## src/rtl/vga_fb_arbiter.sv

```systemverilog
// 640x480@60 scan-out from a 160x120x8 screen RAM (4x4 pixel replication), sharing the RAM port
// with a game-logic writer. Define WR_DURING_ACTIVE_EN to let writes use non-fetch active cycles.
module vga_fb_arbiter #(
    parameter int unsigned H_ACTIVE = 640,
    parameter int unsigned H_FP     = 16,
    parameter int unsigned H_SYNC   = 96,
    parameter int unsigned H_BP     = 48,
    parameter int unsigned V_ACTIVE = 480,
    parameter int unsigned V_FP     = 10,
    parameter int unsigned V_SYNC   = 2,
    parameter int unsigned V_BP     = 33,
    parameter int unsigned FB_W     = 160,
    parameter int unsigned ADDR_W   = 15
) (
    input  logic              clk_25m,
    input  logic              rst,
    input  logic              wr_req,
    input  logic [ADDR_W-1:0] wr_addr,
    input  logic [7:0]        wr_data,
    output logic              wr_ack,
    output logic [ADDR_W-1:0] ram_addr,
    output logic              ram_re,
    output logic              ram_we,
    output logic [7:0]        ram_wdata,
    input  logic [7:0]        ram_rdata,
    output logic [7:0]        pix_data,
    output logic              valid,
    output logic              hsync,
    output logic              vsync,
    output logic              frame_start
);
    localparam int unsigned H_TOTAL = H_ACTIVE + H_FP + H_SYNC + H_BP;
    localparam int unsigned V_TOTAL = V_ACTIVE + V_FP + V_SYNC + V_BP;
    localparam int unsigned HW      = $clog2(H_TOTAL);
    localparam int unsigned VW      = $clog2(V_TOTAL);

    logic [HW-1:0]     h_q, h_d;
    logic [VW-1:0]     v_q, v_d;
    logic [ADDR_W-1:0] ram_addr_q, ram_addr_d;
    logic              ram_re_q, ram_re_d;
    logic              ram_we_q, ram_we_d;
    logic [7:0]        ram_wdata_q, ram_wdata_d;
    logic              wr_ack_q, wr_ack_d;
    logic              rd_vld_q;
    logic [7:0]        pix_q, pix_d;
    logic [2:0]        act_dly_q, hs_dly_q, vs_dly_q;

    logic              act, hs_n, vs_n, disp_need, grant;
    logic [ADDR_W-1:0] disp_row, disp_col, disp_addr;

    always_comb begin
        h_d = h_q + 1'b1;
        v_d = v_q;
        if (h_q == HW'(H_TOTAL - 1)) begin
            h_d = '0;
            v_d = (v_q == VW'(V_TOTAL - 1)) ? '0 : v_q + 1'b1;
        end
    end

    assign act  = (h_q < HW'(H_ACTIVE)) && (v_q < VW'(V_ACTIVE));
    assign hs_n = !((h_q >= HW'(H_ACTIVE + H_FP)) && (h_q < HW'(H_ACTIVE + H_FP + H_SYNC)));
    assign vs_n = !((v_q >= VW'(V_ACTIVE + V_FP)) && (v_q < VW'(V_ACTIVE + V_FP + V_SYNC)));

`ifdef WR_DURING_ACTIVE_EN
    // One fetch per 4-pixel group; the other three slots are free for the writer.
    assign disp_need = act && (h_q[1:0] == 2'b00);
`else
    assign disp_need = act;
`endif

    // !wr_ack_q stops a second grant while the writer is still dropping its request.
    assign grant = wr_req && !disp_need && !wr_ack_q;

    assign disp_row  = ADDR_W'(v_q >> 2);
    assign disp_col  = ADDR_W'(h_q >> 2);
    assign disp_addr = disp_row * ADDR_W'(FB_W) + disp_col;

    always_comb begin
        ram_re_d    = 1'b0;
        ram_we_d    = 1'b0;
        ram_addr_d  = ram_addr_q;
        ram_wdata_d = ram_wdata_q;
        wr_ack_d    = 1'b0;
        if (disp_need) begin
            ram_re_d   = 1'b1;
            ram_addr_d = disp_addr;
        end else if (grant) begin
            ram_we_d    = 1'b1;
            ram_addr_d  = wr_addr;
            ram_wdata_d = wr_data;
            wr_ack_d    = 1'b1;
        end
    end

    // Pixel register only loads when the RAM output belongs to a display fetch.
    assign pix_d = rd_vld_q ? ram_rdata : pix_q;

    always_ff @(posedge clk_25m) begin
        if (rst) begin
            h_q         <= '0;
            v_q         <= '0;
            ram_addr_q  <= '0;
            ram_re_q    <= 1'b0;
            ram_we_q    <= 1'b0;
            ram_wdata_q <= '0;
            wr_ack_q    <= 1'b0;
            rd_vld_q    <= 1'b0;
            pix_q       <= '0;
            act_dly_q   <= '0;
            hs_dly_q    <= '1;
            vs_dly_q    <= '1;
        end else begin
            h_q         <= h_d;
            v_q         <= v_d;
            ram_addr_q  <= ram_addr_d;
            ram_re_q    <= ram_re_d;
            ram_we_q    <= ram_we_d;
            ram_wdata_q <= ram_wdata_d;
            wr_ack_q    <= wr_ack_d;
            rd_vld_q    <= ram_re_q;
            pix_q       <= pix_d;
            act_dly_q   <= {act_dly_q[1:0], act};
            hs_dly_q    <= {hs_dly_q[1:0], hs_n};
            vs_dly_q    <= {vs_dly_q[1:0], vs_n};
        end
    end

    assign ram_addr    = ram_addr_q;
    assign ram_re      = ram_re_q;
    assign ram_we      = ram_we_q;
    assign ram_wdata   = ram_wdata_q;
    assign wr_ack      = wr_ack_q;
    assign pix_data    = pix_q;
    assign valid       = act_dly_q[2];
    assign hsync       = hs_dly_q[2];
    assign vsync       = vs_dly_q[2];
    assign frame_start = (h_q == '0) && (v_q == VW'(V_ACTIVE));
endmodule
```

## config.mk

```make
export PLATFORM = sky130hd
export DESIGN_NAME = vga_fb_arbiter
export DESIGN_NICKNAME = d
export VERILOG_FILES = /design/src/rtl/vga_fb_arbiter.sv
export SDC_FILE = /design/constraint.sdc
export NUM_CORES = 1
export LEC_CHECK = 0
export ABC_AREA = 1
export CELL_PAD_IN_SITES_DETAIL_PLACEMENT = 1
export CELL_PAD_IN_SITES_GLOBAL_PLACEMENT = 1
export CORE_ASPECT_RATIO = 0.9
export CORE_MARGIN = 2
export CORE_UTILIZATION = 39
export DETAILED_ROUTE_END_ITERATION = 8
export PLACE_DENSITY = 0.89
export SYNTH_ARGS = -nofsm -noshare
export SYNTH_HDL_FRONTEND = slang
export SYNTH_SLANG_ARGS = --single-unit
```

## constraint.sdc

```tcl
create_clock -name clk_25m -period 4.6 [get_ports clk_25m]
set_input_delay 0.92 -clock clk_25m [delete_from_list [all_inputs] [get_ports clk_25m]]
set_output_delay 0.92 -clock clk_25m [all_outputs]
set_load 0.01 [all_outputs]
```

==> results.py <==
metrics = {
    "logic_synthesis": {
        "syn_area_sq_um": 3180,
        "yosysWarnings": 0,
        "synth_top_area_cell": "dfxtp_1",
        "synth_cell_types": 38,
        "synthFlopType": "dfxtp_1",
        "synthTopCellsByArea": "dfxtp_1 (38%), nand2_1 (11%), nor2_1 (8.7%)",
        "avgSynthCellArea_sq_um": 7.29,
        "ys_seq_area_frac": 0.384,
        "async_reset_ff_frac": 0,
        "synth_top_area_frac": 0.384,
        "synth_nets": 491,
        "syn_inst": 436,
        "ys_ff_latch": 61,
        "synth_edf_count": 0,
    },
    "route": {
        "post_drt_wl_per_cell_microns": 16.0,
        "drtIter0Drc": 101,
        "vias_per_cell": 5.11,
        "dr_total_vias": 3132,
        "postRouteAntennaNets": 0,
        "drt-pass1-iter-count": 4,
        "drc_errors": 0,
        "totalWireLength_microns": 9790,
    },
    "setup_path": {
        "rr_startpoint": "v_q[5]$_SDFFE_PP0P_",
        "reg2reg_slack_ns": 1.91,
        "r2r-end": "ram_addr[14]$_SDFFE_PP0P_",
        "critPathRequiredTime_ns": 3.68,
        "r2r_cells": 14,
        "critPathCaptureType": "primary output",
        "cp_max_fo": 4,
        "setup.worst_path.class": "reg -> out",
        "crit_start": "v_q[1]$_SDFFE_PP0P_",
        "arrival_ns": 2.07,
        "start_kind": "flop",
    },
    "grt": {
        "grt_pass1_vias": 3284,
        "overflow": 0,
        "grt_antenna_before_repair": 0,
        "grt_max_degree": 27,
        "grt_pass1_wl_microns": 15700,
        "grt_usage": 0.226,
    },
    "final_layout": {
        "layout_common_cells": "nand2_1 (90), nor2_1 (74), clkdlybuf4s50_1 (71)",
        "fin_nets": 564,
        "mostFrequentLayoutCell": "nand2_1",
        "finalInstanceArea_sq_um": 4170,
        "fillers": 1013,
        "area_growth_pct": 31.0,
        "layout-drive-gt1-share": 0.0914,
        "fin_util": 0.521,
        "diodes": 0,
        "layout.cells.non_filler": 613,
    },
    "sta": {
        "hold_viol": 0,
        "fin_crit_sh": 0.650,
        "finalCriticalPeriod_ns": 2.99,
        "setup_viol": 0,
        "fmax_mhz": 335,
        "holdWs_ns": 0.425,
        "worst_pin_slew_ns": 0.753,
        "rsz0062_at_grt": "no",
        "slew_headroom": 0.498,
        "setup_tns_ns": 0,
        "final_max_slew_viol_count": 0,
        "finClkSkew_ns": 0.00901,
    },
    "flow_run": {
        "max_cap_viol_count": 0,
    },
    "placed_design": {
        "routabilityCongestion": 0.860,
        "dp_cells": 597,
        "dpl.hpwl_microns": 7200,
        "place_area_sq_um": 3950,
        "port_buffers": 71,
    },
    "pwr": {
        "power_density_nw_per_um2": 276,
        "p_leak_uw": 0.00183,
        "peakVddDrop_uv": 114,
    },
    "floorplanning": {
        "ios": 72,
        "core-area_sq_um": 7990,
        "die_w_microns": 99.2,
        "dieArea_sq_um": 8890,
        "num_rows": 31,
        "initial_core_util": 0.398,
        "chipHeight_microns": 89.7,
    },
    "clock_tree": {
        "cts_setup_buffers": 0,
        "clk_latency_ns": 0.35,
        "post_cts_resized": 0,
        "cts_buffers": 9,
        "cts_buffer_depth": 2,
        "clockRootBuffer": "clkbuf_8",
        "holdBufCountCts": 0,
        "path_clk_slew_ns": 0.07,
        "cts_sinks": 61,
        "htree_levels": 3,
        "cts_tree": "done",
    },
    "worst_hold_path": {
        "min_from": "vs_dly_q[0]$_SDFF_PP1_",
        "worst_hold_path.endpoint": "vs_dly_q[1]$_SDFF_PP1_",
        "hold_depth": 1,
        "worstHoldPathType": "reg -> reg",
    },
    "outcome": {
        "run_status": "complete, no violations",
    },
}
-- Yosys cell counts (2+ instances only) --
cell type and instances:
xor2_1 6, dfxtp_1 61, nand3_2 2, ha_1 19
nand2_1 90, a21oi_2 2, a21oi_1 9, nand4_1 6
nor3_1 11, inv_1 49, o31ai_1 2, nand3_1 20
nor2_1 74, or2_2 5, nor4_1 3, o21ai_0 28
nand2_2 3, nor3_2 2, clkbuf_1 4, xnor2_1 3
inv_2 11, a31oi_1 6, fa_1 2, buf_6 4
-- state kept, by name (all words and copies together), names as in the netlist --
register   cells
ram_wdata      8
vs_dly_q       3
wr_ack         1
pix_data       8
ram_addr      15
h_q           10
act_dly_q      3
hs_dly_q       3
v_q           10
-- cell families after synthesis --
logic type	after synthesis	share of synthesized area
xor gates and xnor gates	9	0.0248
DFF	61	0.384
AOI/OAI and AO/OA	51	0.0932
adders and majority gates	21	0.0873
buffers and inverters	71	0.0948
and+or+nand+nor	223	0.316
-- layer usage --
metal	up-vias	wire length [microns]	GRT usage
met1	1491	4210	0.262
met3	13	583	0.0488
met4	0	149	0.0884
met2	91	4840	0.414
li1	1537	-	-
met5	-	0	0
-- power breakdown --
group	internal, uW	total, uW	switching (uW)
Clock	305	532	227
Sequential	537	543	5.99
Combinational	43.3	76.3	32.9
-- stage by stage --
| stage | power, uW | setup WS, ns |
|---|---|---|
| finish | 1150 | 1.61 |
| global route | 1190 | 1.51 |
| CTS | 1160 | 1.60 |
| detailed placement | 630 | 1.66 |
| global placement | 627 | 1.76 |
| floorplan | 579 | 2.28 |
-- worst max-delay path: stages (launching register included) --
cell and delay (ns):
dfxtp_1 0.32, inv_1 0.11, ha_1 0.19, nand4_1 0.10
nor4_1 0.39, clkdlybuf4s50_1 0.61
-- cell type report --
cell class,instances,area [sq um],share of cell area
Clock buffer,10,128,0.0306
Clock inverter,6,87.6,0.0210
Inverter,61,229,0.0550
Multi-Input combinational cell,304,1660,0.398
Sequential cell,61,1220,0.293
Tap cell,99,124,0.0297
Timing Repair Buffer,72,718,0.172
-- worst max path at each step --
stage / end / slack [ns] / cells past startpoint
global placement: v_q[5]$_SDFFE_PP0P_ / 1.76 / 7
global route: frame_start / 1.51 / 5
detailed placement: v_q[3]$_SDFFE_PP0P_ / 1.66 / 7
finish: frame_start / 1.61 / 5
CTS: frame_start / 1.60 / 5
floorplan: ram_addr[14]$_SDFFE_PP0P_ / 2.28 / 14
(Power assumes the default switching activity.)
